## src/rtl/multi_channel_pulse_counter_pkg.sv

```systemverilog
// Shared types and helpers for the multi-channel pulse counter.
// Pure definitions: no latency or backpressure of their own.
package pulse_counter_pkg;

  localparam int LANE_PITCH    = 16;
  localparam int LANE_BUS_BITS = 1024;

  typedef enum logic {
    MODE_EDGE  = 1'b0,
    MODE_LEVEL = 1'b1
  } mode_e;

  typedef logic [0:0] emit_state_t;
  localparam emit_state_t ST_IDLE = 1'b0;
  localparam emit_state_t ST_SEND = 1'b1;

  // Pulls one 16-bit lane out of a zero-extended stream word.
  function automatic logic [LANE_PITCH-1:0] lane_extract(
    input logic [LANE_BUS_BITS-1:0] bus,
    input int unsigned              idx
  );
    return LANE_PITCH'(bus >> (idx * LANE_PITCH));
  endfunction

endpackage

```

## src/rtl/multi_channel_pulse_counter_hysteresis_channel.sv

```systemverilog
// One channel: hysteresis comparator plus saturating event counter, 1 cycle from valid sample to count.
// count_total/sat_total include the current cycle's event so a gate end captures it; no backpressure.
module hysteresis_channel
  import pulse_counter_pkg::*;
#(
  parameter int ADC_WIDTH   = 14,
  parameter int COUNT_WIDTH = 32
) (
  input  logic                        clk,
  input  logic                        rst,
  input  logic                        enable,
  input  logic                        gate_end,
  input  logic                        sample_vld,
  input  logic signed [ADC_WIDTH-1:0] sample,
  input  logic signed [ADC_WIDTH-1:0] high_threshold,
  input  logic signed [ADC_WIDTH-1:0] low_threshold,
  input  mode_e                       mode,
  output logic                        pulse,
  output logic [COUNT_WIDTH-1:0]      count_total,
  output logic                        sat_total
);

  logic                   state_q;
  logic                   state_d;
  logic [COUNT_WIDTH-1:0] count_q;
  logic                   sat_q;
  logic                   hit;

  always_comb begin
    state_d = state_q;
    if (sample_vld) begin
      // High test first so inverted thresholds resolve to HIGH.
      if (sample >= high_threshold) begin
        state_d = 1'b1;
      end else if (sample <= low_threshold) begin
        state_d = 1'b0;
      end
    end

    hit = 1'b0;
    if (sample_vld) begin
      hit = (mode == MODE_LEVEL) ? state_d : (state_d && !state_q);
    end

    count_total = count_q;
    sat_total   = sat_q;
    if (hit) begin
      if (&count_q) begin
        sat_total = 1'b1;
      end else begin
        count_total = count_q + COUNT_WIDTH'(1);
      end
    end
  end

  always_ff @(posedge clk or posedge rst) begin
    if (rst) begin
      state_q <= 1'b0;
      count_q <= '0;
      sat_q   <= 1'b0;
    end else if (!enable) begin
      state_q <= 1'b0;
      count_q <= '0;
      sat_q   <= 1'b0;
    end else begin
      state_q <= state_d;
      if (gate_end) begin
        count_q <= '0;
        sat_q   <= 1'b0;
      end else begin
        count_q <= count_total;
        sat_q   <= sat_total;
      end
    end
  end

  assign pulse = state_q;

endmodule

```

## src/rtl/multi_channel_pulse_counter.sv

```systemverilog
// Gated multi-channel pulse counter: 2 cycles sample-to-count, gate end to first word 1 cycle, one word per channel.
// Output word holds while tready is low; a gate end that finds the emitter busy drops its results and sets overrun.
module multi_channel_pulse_counter
  import pulse_counter_pkg::*;
#(
  parameter int N_CH             = 2,
  parameter int ADC_WIDTH        = 14,
  parameter int AXIS_TDATA_WIDTH = 32,
  parameter int COUNT_WIDTH      = 32,
  parameter int GATE_WIDTH       = 32
) (
  input  logic                        clk,
  input  logic                        rst,
  input  logic [AXIS_TDATA_WIDTH-1:0] S_AXIS_IN_tdata,
  input  logic                        S_AXIS_IN_tvalid,
  input  logic signed [ADC_WIDTH-1:0] high_threshold,
  input  logic signed [ADC_WIDTH-1:0] low_threshold,
  input  logic [GATE_WIDTH-1:0]       gate_len,
  input  logic                        mode,
  input  logic                        enable,
  output logic [AXIS_TDATA_WIDTH-1:0] M_AXIS_OUT_tdata,
  output logic                        M_AXIS_OUT_tvalid,
  output logic                        M_AXIS_OUT_tlast,
  input  logic                        M_AXIS_OUT_tready,
  output logic [N_CH-1:0]             sat_flags,
  output logic                        overrun,
  output logic [GATE_WIDTH-1:0]       gate_timer,
  output logic [N_CH-1:0]             pulse
);

  localparam int              CH_W    = (N_CH > 1) ? $clog2(N_CH) : 1;
  localparam logic [CH_W-1:0] LAST_CH = CH_W'(N_CH - 1);

  logic                        in_vld;
  logic [AXIS_TDATA_WIDTH-1:0] in_dat;

  always_ff @(posedge clk or posedge rst) begin
    if (rst) begin
      in_vld <= 1'b0;
      in_dat <= '0;
    end else begin
      in_vld <= S_AXIS_IN_tvalid;
      if (S_AXIS_IN_tvalid) begin
        in_dat <= S_AXIS_IN_tdata;
      end
    end
  end

  // Gate length and mode are sampled only between windows so a window never mixes settings.
  logic [GATE_WIDTH-1:0] gate_len_q;
  mode_e                 mode_q;
  logic                  gate_run;
  logic                  gate_end;

  assign gate_run = enable && (gate_len_q != '0);
  assign gate_end = gate_run && (gate_timer == gate_len_q - GATE_WIDTH'(1));

  always_ff @(posedge clk or posedge rst) begin
    if (rst) begin
      gate_timer <= '0;
      gate_len_q <= '0;
      mode_q     <= MODE_EDGE;
    end else begin
      if (!enable || gate_end || (gate_len_q == '0)) begin
        gate_len_q <= gate_len;
        mode_q     <= mode_e'(mode);
      end
      if (!gate_run || gate_end) begin
        gate_timer <= '0;
      end else begin
        gate_timer <= gate_timer + GATE_WIDTH'(1);
      end
    end
  end

  logic [N_CH-1:0][COUNT_WIDTH-1:0] ch_count;
  logic [N_CH-1:0]                  ch_sat;

  for (genvar k = 0; k < N_CH; k++) begin : g_ch
    logic signed [ADC_WIDTH-1:0] sample;

    assign sample = ADC_WIDTH'(lane_extract(LANE_BUS_BITS'(in_dat), k));

    hysteresis_channel #(
      .ADC_WIDTH  (ADC_WIDTH),
      .COUNT_WIDTH(COUNT_WIDTH)
    ) u_ch (
      .clk           (clk),
      .rst           (rst),
      .enable        (enable),
      .gate_end      (gate_end),
      .sample_vld    (in_vld),
      .sample        (sample),
      .high_threshold(high_threshold),
      .low_threshold (low_threshold),
      .mode          (mode_q),
      .pulse         (pulse[k]),
      .count_total   (ch_count[k]),
      .sat_total     (ch_sat[k])
    );
  end

  logic [N_CH-1:0][COUNT_WIDTH-1:0] result_q;
  emit_state_t                      state_q;
  logic [CH_W-1:0]                  ch_q;
  logic                             beat;

  assign beat = (state_q == ST_SEND) && M_AXIS_OUT_tready;

  // The capture edge also launches the frame, giving the single cycle from gate end to tvalid.
  always_ff @(posedge clk or posedge rst) begin
    if (rst) begin
      state_q   <= ST_IDLE;
      ch_q      <= '0;
      result_q  <= '0;
      sat_flags <= '0;
      overrun   <= 1'b0;
    end else begin
      if (gate_end) begin
        if (state_q == ST_IDLE) begin
          result_q  <= ch_count;
          sat_flags <= ch_sat;
          state_q   <= ST_SEND;
          ch_q      <= '0;
        end else begin
          overrun <= 1'b1;
        end
      end
      if (beat) begin
        if (ch_q == LAST_CH) begin
          state_q <= ST_IDLE;
          ch_q    <= '0;
        end else begin
          ch_q <= ch_q + CH_W'(1);
        end
      end
    end
  end

  assign M_AXIS_OUT_tvalid = (state_q == ST_SEND);
  assign M_AXIS_OUT_tlast  = M_AXIS_OUT_tvalid && (ch_q == LAST_CH);
  assign M_AXIS_OUT_tdata  = M_AXIS_OUT_tvalid ? AXIS_TDATA_WIDTH'(result_q[ch_q]) : '0;

endmodule

```

## config.mk

```make
export PLATFORM = sky130hd
export DESIGN_NAME = multi_channel_pulse_counter
export DESIGN_NICKNAME = d
export VERILOG_FILES = /design/src/rtl/multi_channel_pulse_counter_pkg.sv /design/src/rtl/multi_channel_pulse_counter_hysteresis_channel.sv /design/src/rtl/multi_channel_pulse_counter.sv
export SDC_FILE = /design/constraint.sdc
export NUM_CORES = 1
export LEC_CHECK = 0
export ABC_AREA = 1
export CORE_ASPECT_RATIO = 0.7
export CORE_MARGIN = 8
export CORE_UTILIZATION = 62
export CTS_CLUSTER_DIAMETER = 30
export DETAILED_ROUTE_END_ITERATION = 8
export PLACE_DENSITY = 0.87
export SYNTH_ARGS = -nofsm -noshare
export SYNTH_HDL_FRONTEND = slang
export SYNTH_SLANG_ARGS = --single-unit
export TNS_END_PERCENT = 20
```

## constraint.sdc

```tcl
create_clock -name clk -period 12.6 [get_ports clk]
set_clock_uncertainty 0.15 [all_clocks]
set_input_delay 1.89 -clock clk [delete_from_list [all_inputs] [get_ports clk]]
set_output_delay 1.89 -clock clk [all_outputs]
set_load 0.01 [all_outputs]
```

==> flow_results.org <==
** Die
- The region available for standard cell placement spans between 20000 and 25000 sq um.
- In this run the horizontal extent of the chip is slightly above 200 um.
- Die Ht :: 148.0 um
- between 150 and 200 I/O pins were placed.
- Number of placement rows :: between 40 and 50
- The floorplan step defined a die boundary enclosing 30270 sq um.
- Initial core utilization :: 62.82%

** Timing
- Fin worst setup slack :: 7.013 ns
- Final period utilization :: 44.34%
- Subtracting the final worst setup slack from the clock period gives approximately 5.6 ns.
- Worst-margin pin slew :: 1.117 ns
- The number of slew-limit violations in the final report was 0.
- Based on the critical path, the design can be clocked at up to 179.0 MHz.
- Setup-failing EPs final :: 0
- For the final routed database, the setup TNS stands at 0 ns.
- Hold is met by roughly 0.33 ns.
- The number of hold violations in the final report was 0.
- Setup repair after global routing missed its margin :: false
- Relative max-transition margin :: between 20% and 30%

** Pwr
- Fraction of power consumed by sequential logic :: around 35%
- In this run the power density over the cells is between 100 and 150 nW/um^2.
- Combinational share of power :: 12.6%
- Worst IR drop on VDD :: 129.1 uV
- Net Sw Power :: 0.6895 mW
- Cell internal pwr :: around 1.6 mW
- Fraction of power spent switching nets :: 30.04%
- The share of total power dissipated in the clock network is a little over half.
- For this design the static power due to leakage is approximately 9.2 nW.

** Layout
- The net count of the finished layout is roughly 2.5k.
- Summing all multi-input logic gate instances after layout gives roughly 8300 sq um.
- Leaving out fill and tap cells, the most frequent cell in the layout is nand2_1.
- Most used cells in the layout excluding fill and tap cells :: 700 x nand2_1, 306 x nor2_1, 231 x dfrtp_1
- From synthesis to final layout, the design area changed by 21.32%.
- Cell Count, Final, Fillers Out :: roughly 2.7k
- Proportion of layout cells with a drive suffix above 1 :: ~6.3%
- Register Area :: slightly below 6000 sq um
- Fill cells in the final layout number between 1.5k and 2k.
- Once layout is complete, the utilization of the core stands at approximately three quarters.

** Synth
- Post-Synthesis Mean Instance Area :: ~6.9 sq um
- In the synthesized netlist the async set-or-reset flop fraction comes to between 90% and 100%.
- Top flip-flop cell by instance count after synthesis :: dfrtp_1
- Number of synthesized flops with an enable pin :: 0
- After technology mapping, the gate count stands at between 2k and 2.5k.
- The largest total area in the synthesized netlist belongs to dfrtp_1.
- Part of the Yosys area used for sequential elements :: about 37%
- The synthesized design devotes to its leading area cell type 37.46% of total area.
- The synthesized design contains roughly 230 register bits.
- In this run the cell area of the synthesized design comes to 15430 sq um.
- For this run, the number of Yosys warnings is 0.
- The synthesized netlist contains 37 unique library cells.
- The number of nets in the synthesized netlist is approximately 2.4k.
- Ranked by total cell area, the synthesized netlist is headed by dfrtp_1 37%, nand2_1 17%, nor2_1 7.4%.

** Clock tree
- The clock drives between 200 and 250 sinks.
- In this run the deepest clock path goes through 3 buffers.
- Clock tree synthesis selected as its root buffer the cell clkbuf_16.
- Clock-pin slew was measured on the worst setup and hold paths at about 0.050 ns.
- The later pin in the worst-skew pair is clocked with a latency of ~0.56 ns.
- The number of hold buffers added after CTS was 0.
- CTS H-tree depth :: 2
- Number of setup buffers added after CTS :: 0
- Clock tree from TritonCTS :: built
- Buffers inserted during clock tree synthesis total 44.
- The number of gates resized after CTS was 0.

** Worst setup path
- The critical path contains buffers and inverters numbering 2 combined.
- Most frequent CP cell :: nor2_1
- Data required time at the worst endpoint :: ~11 ns
- Measured in cells, the most critical reg-to-reg path has a length of 17.
- STA classifies the critical path endpoint as an output port.
- The worst setup path is launched from a flip-flop.
- Critical register-to-register path endpoint :: gate_len_q[19]$_DFFE_PP0P_
- The worst register-to-register path begins at gate_len_q[0]$_DFFE_PP0P_.
- Data arrival at the endpoint of the critical path :: between 3 and 4 ns
- Broken down by cell family, the worst path's largest delay share belongs to buffers and inverters.
- Flop-to-flop setup slack :: 8.26 ns
- Max incr delay on CP :: 0.98 ns
- Crit Path Category :: flip-flop to output port
- The critical path goes through clkinv_1, nor2_1, nor2_1, clkdlybuf4s50_1.
- Among all stages on the critical path, the largest delay is contributed by clkinv_1.
- Along the worst path, the maximum fanout reaches 34.

** GRT
- Global routing consumed, over all layers together, 31.04% of the routing resources.
- After global routing the overflow that remains totals 0.
- The number of global-route vias before repair came to about 15k.
- Initial antenna violation count :: 1
- For this run, global-route usage on met2 was measured as 47.06%.
- The global routing stage identified its most utilized layer as met2.
- Entering global routing, the biggest net connects between 100 and 150 pins.
- For met3 alone, demand over resource in global routing was under 10%.
- First-pass GRT wire length :: 76.79 mm
- GR met1 Demand/Resource :: between 40% and 50%

** Worst hold path
- Worst Hold Path Cells :: 2
- Start point of the worst min-delay path :: result_q[13]$_DFFE_PP0P_
- Type of the worst min-delay path :: flip-flop to flip-flop
- Hold Crit Endpoint :: result_q[13]$_DFFE_PP0P_

** Route
- In the final routed layout, each cell accounts on average for approximately 17 um.
- Number of detailed-routing iterations run before antenna repair :: 6
- Drt total wl :: 47.62 mm
- Vias after detailed routing :: 15.57k
- Number of nets still failing antenna checks after routing :: 0
- The detailed router finished its first iteration with around 1.5k violations.
- DRC violations left :: 0
- In the routed layout, each cell is associated on average with a via count of approximately 5.7.

** Placed design
- Routability-driven placement finished with a final weighted congestion of between 0.9 and 1.
- In this run, placement finished with an instance count of around 2.6k.
- Post-detailed-placement half-perimeter wirelength :: ~34 mm
- Port Buffer Count :: approximately 160
- Before CTS, the worst setup slack after placement is 6.999 ns.

** Flow run
- Maximum capacitance violations :: 0

** Status
- The flow ran to the end, and the final reports show no timing, DRC or antenna violations.
==> per-stage QoR <==
step	power [mW]	cell area [sq um]
after floorplan	0.9871	15430
after global placement	1.074	17180
after detailed placement	1.087	17180
after CTS	2.296	18720
after global routing	2.372	18720
final	2.296	18720
==> worst reg2reg max path, cell delays in order (launching register included) <==
cell	delay (ns)
dfrtp_1	0.40
inv_1	0.17
ha_1	0.32
nand2_2	0.18
nor2_4	0.35
nand2_1	0.13
nor2_1	0.22
nand2_1	0.14
nand3_1	0.12
nand2_1	0.06
nor2_1	0.14
nand2_1	0.09
nor2_2	0.13
nand3_4	0.27
nand2_2	0.46
buf_4	0.59
nand2_1	0.25
nand2_1	0.10
==> synthesized netlist by cell type, types with 4 or more instances <==
| library cell | number |
|---|---|
| nand2_1 | 701 |
| nor2_1 | 306 |
| dfrtp_1 | 231 |
| inv_1 | 230 |
| nand3_1 | 224 |
| ha_1 | 61 |
| xor2_1 | 61 |
| o21ai_0 | 53 |
| nor3_1 | 50 |
| clkbuf_1 | 49 |
| nand4_1 | 38 |
| xnor2_1 | 36 |
| a21oi_1 | 29 |
| mux2_2 | 26 |
| o21ai_1 | 20 |
| nor4_1 | 19 |
| buf_2 | 15 |
| nand3b_1 | 14 |
| nor2_2 | 10 |
| buf_6 | 9 |
| buf_4 | 8 |
| o21bai_1 | 7 |
| inv_2 | 5 |
| clkinv_1 | 4 |
==> power groups by stage <==
stage / Clock, mW / Combinational (mW) / Sequential (mW)
3_3_place_gp: 0 / 0.270 / 0.805
5_1_grt: 1.25 / 0.322 / 0.797
6_report: 1.21 / 0.290 / 0.795
3_5_place_dp: 0 / 0.281 / 0.806
2_1_floorplan: 0 / 0.193 / 0.794
4_1_cts: 1.22 / 0.285 / 0.793
==> sequential cells by signal, summed over array words and instances, names as in the netlist, 2 cells and up <==
register / flops
g_ch.u_ch.count_q: 64
sat_flags: 2
result_q: 64
gate_len_q: 32
g_ch.u_ch.sat_q: 2
g_ch.u_ch.pulse: 2
in_dat: 28
gate_timer: 32
==> worst max-delay path by stage <==
stage	endpoint	from	cells past startpoint
floorplan	M_AXIS_OUT_tvalid$_DFF_PP0_	rst	1
global placement	result_q[0]$_DFFE_PP0P_	low_threshold[13]	17
detailed placement	result_q[9]$_DFFE_PP0P_	low_threshold[13]	17
CTS	M_AXIS_OUT_tdata[11]	ch_q$_DFFE_PP0P_	4
global route	M_AXIS_OUT_tdata[6]	ch_q$_DFFE_PP0P_	4
finish	M_AXIS_OUT_tdata[11]	ch_q$_DFFE_PP0P_	4
==> per-layer routing <==
layer | up-vias | share of wire [%]
met2 | 738 | 44
met1 | 7361 | 44
met4 | 0 | 3.0
met3 | 100 | 8.7
met5 | - | 0
li1 | 7366 | -
==> logic make-up (layout without fill, tap and decap cells) <==
kind of cell	Yosys count	count (layout)	synth area share, %
simple gates	1371	1371	37.34
other cells	0	1	0
compound gates	116	116	3.998
buf+inv	321	499	8.563
flops	231	231	37.46
fa+ha+maj	61	61	4.946
mux	28	28	2.027
xor+xnor	98	98	5.660
==> cell type report <==
type	count	area share, %
flip-flops and latches	231	30.88
repair buffers	178	9.331
inverters	239	4.833
diodes	1	0.01337
well taps	325	2.172
clock inverters	34	2.005
multi-input cells	1674	44.58
clock buffers	48	6.183
(Power assumes the default switching activity.)
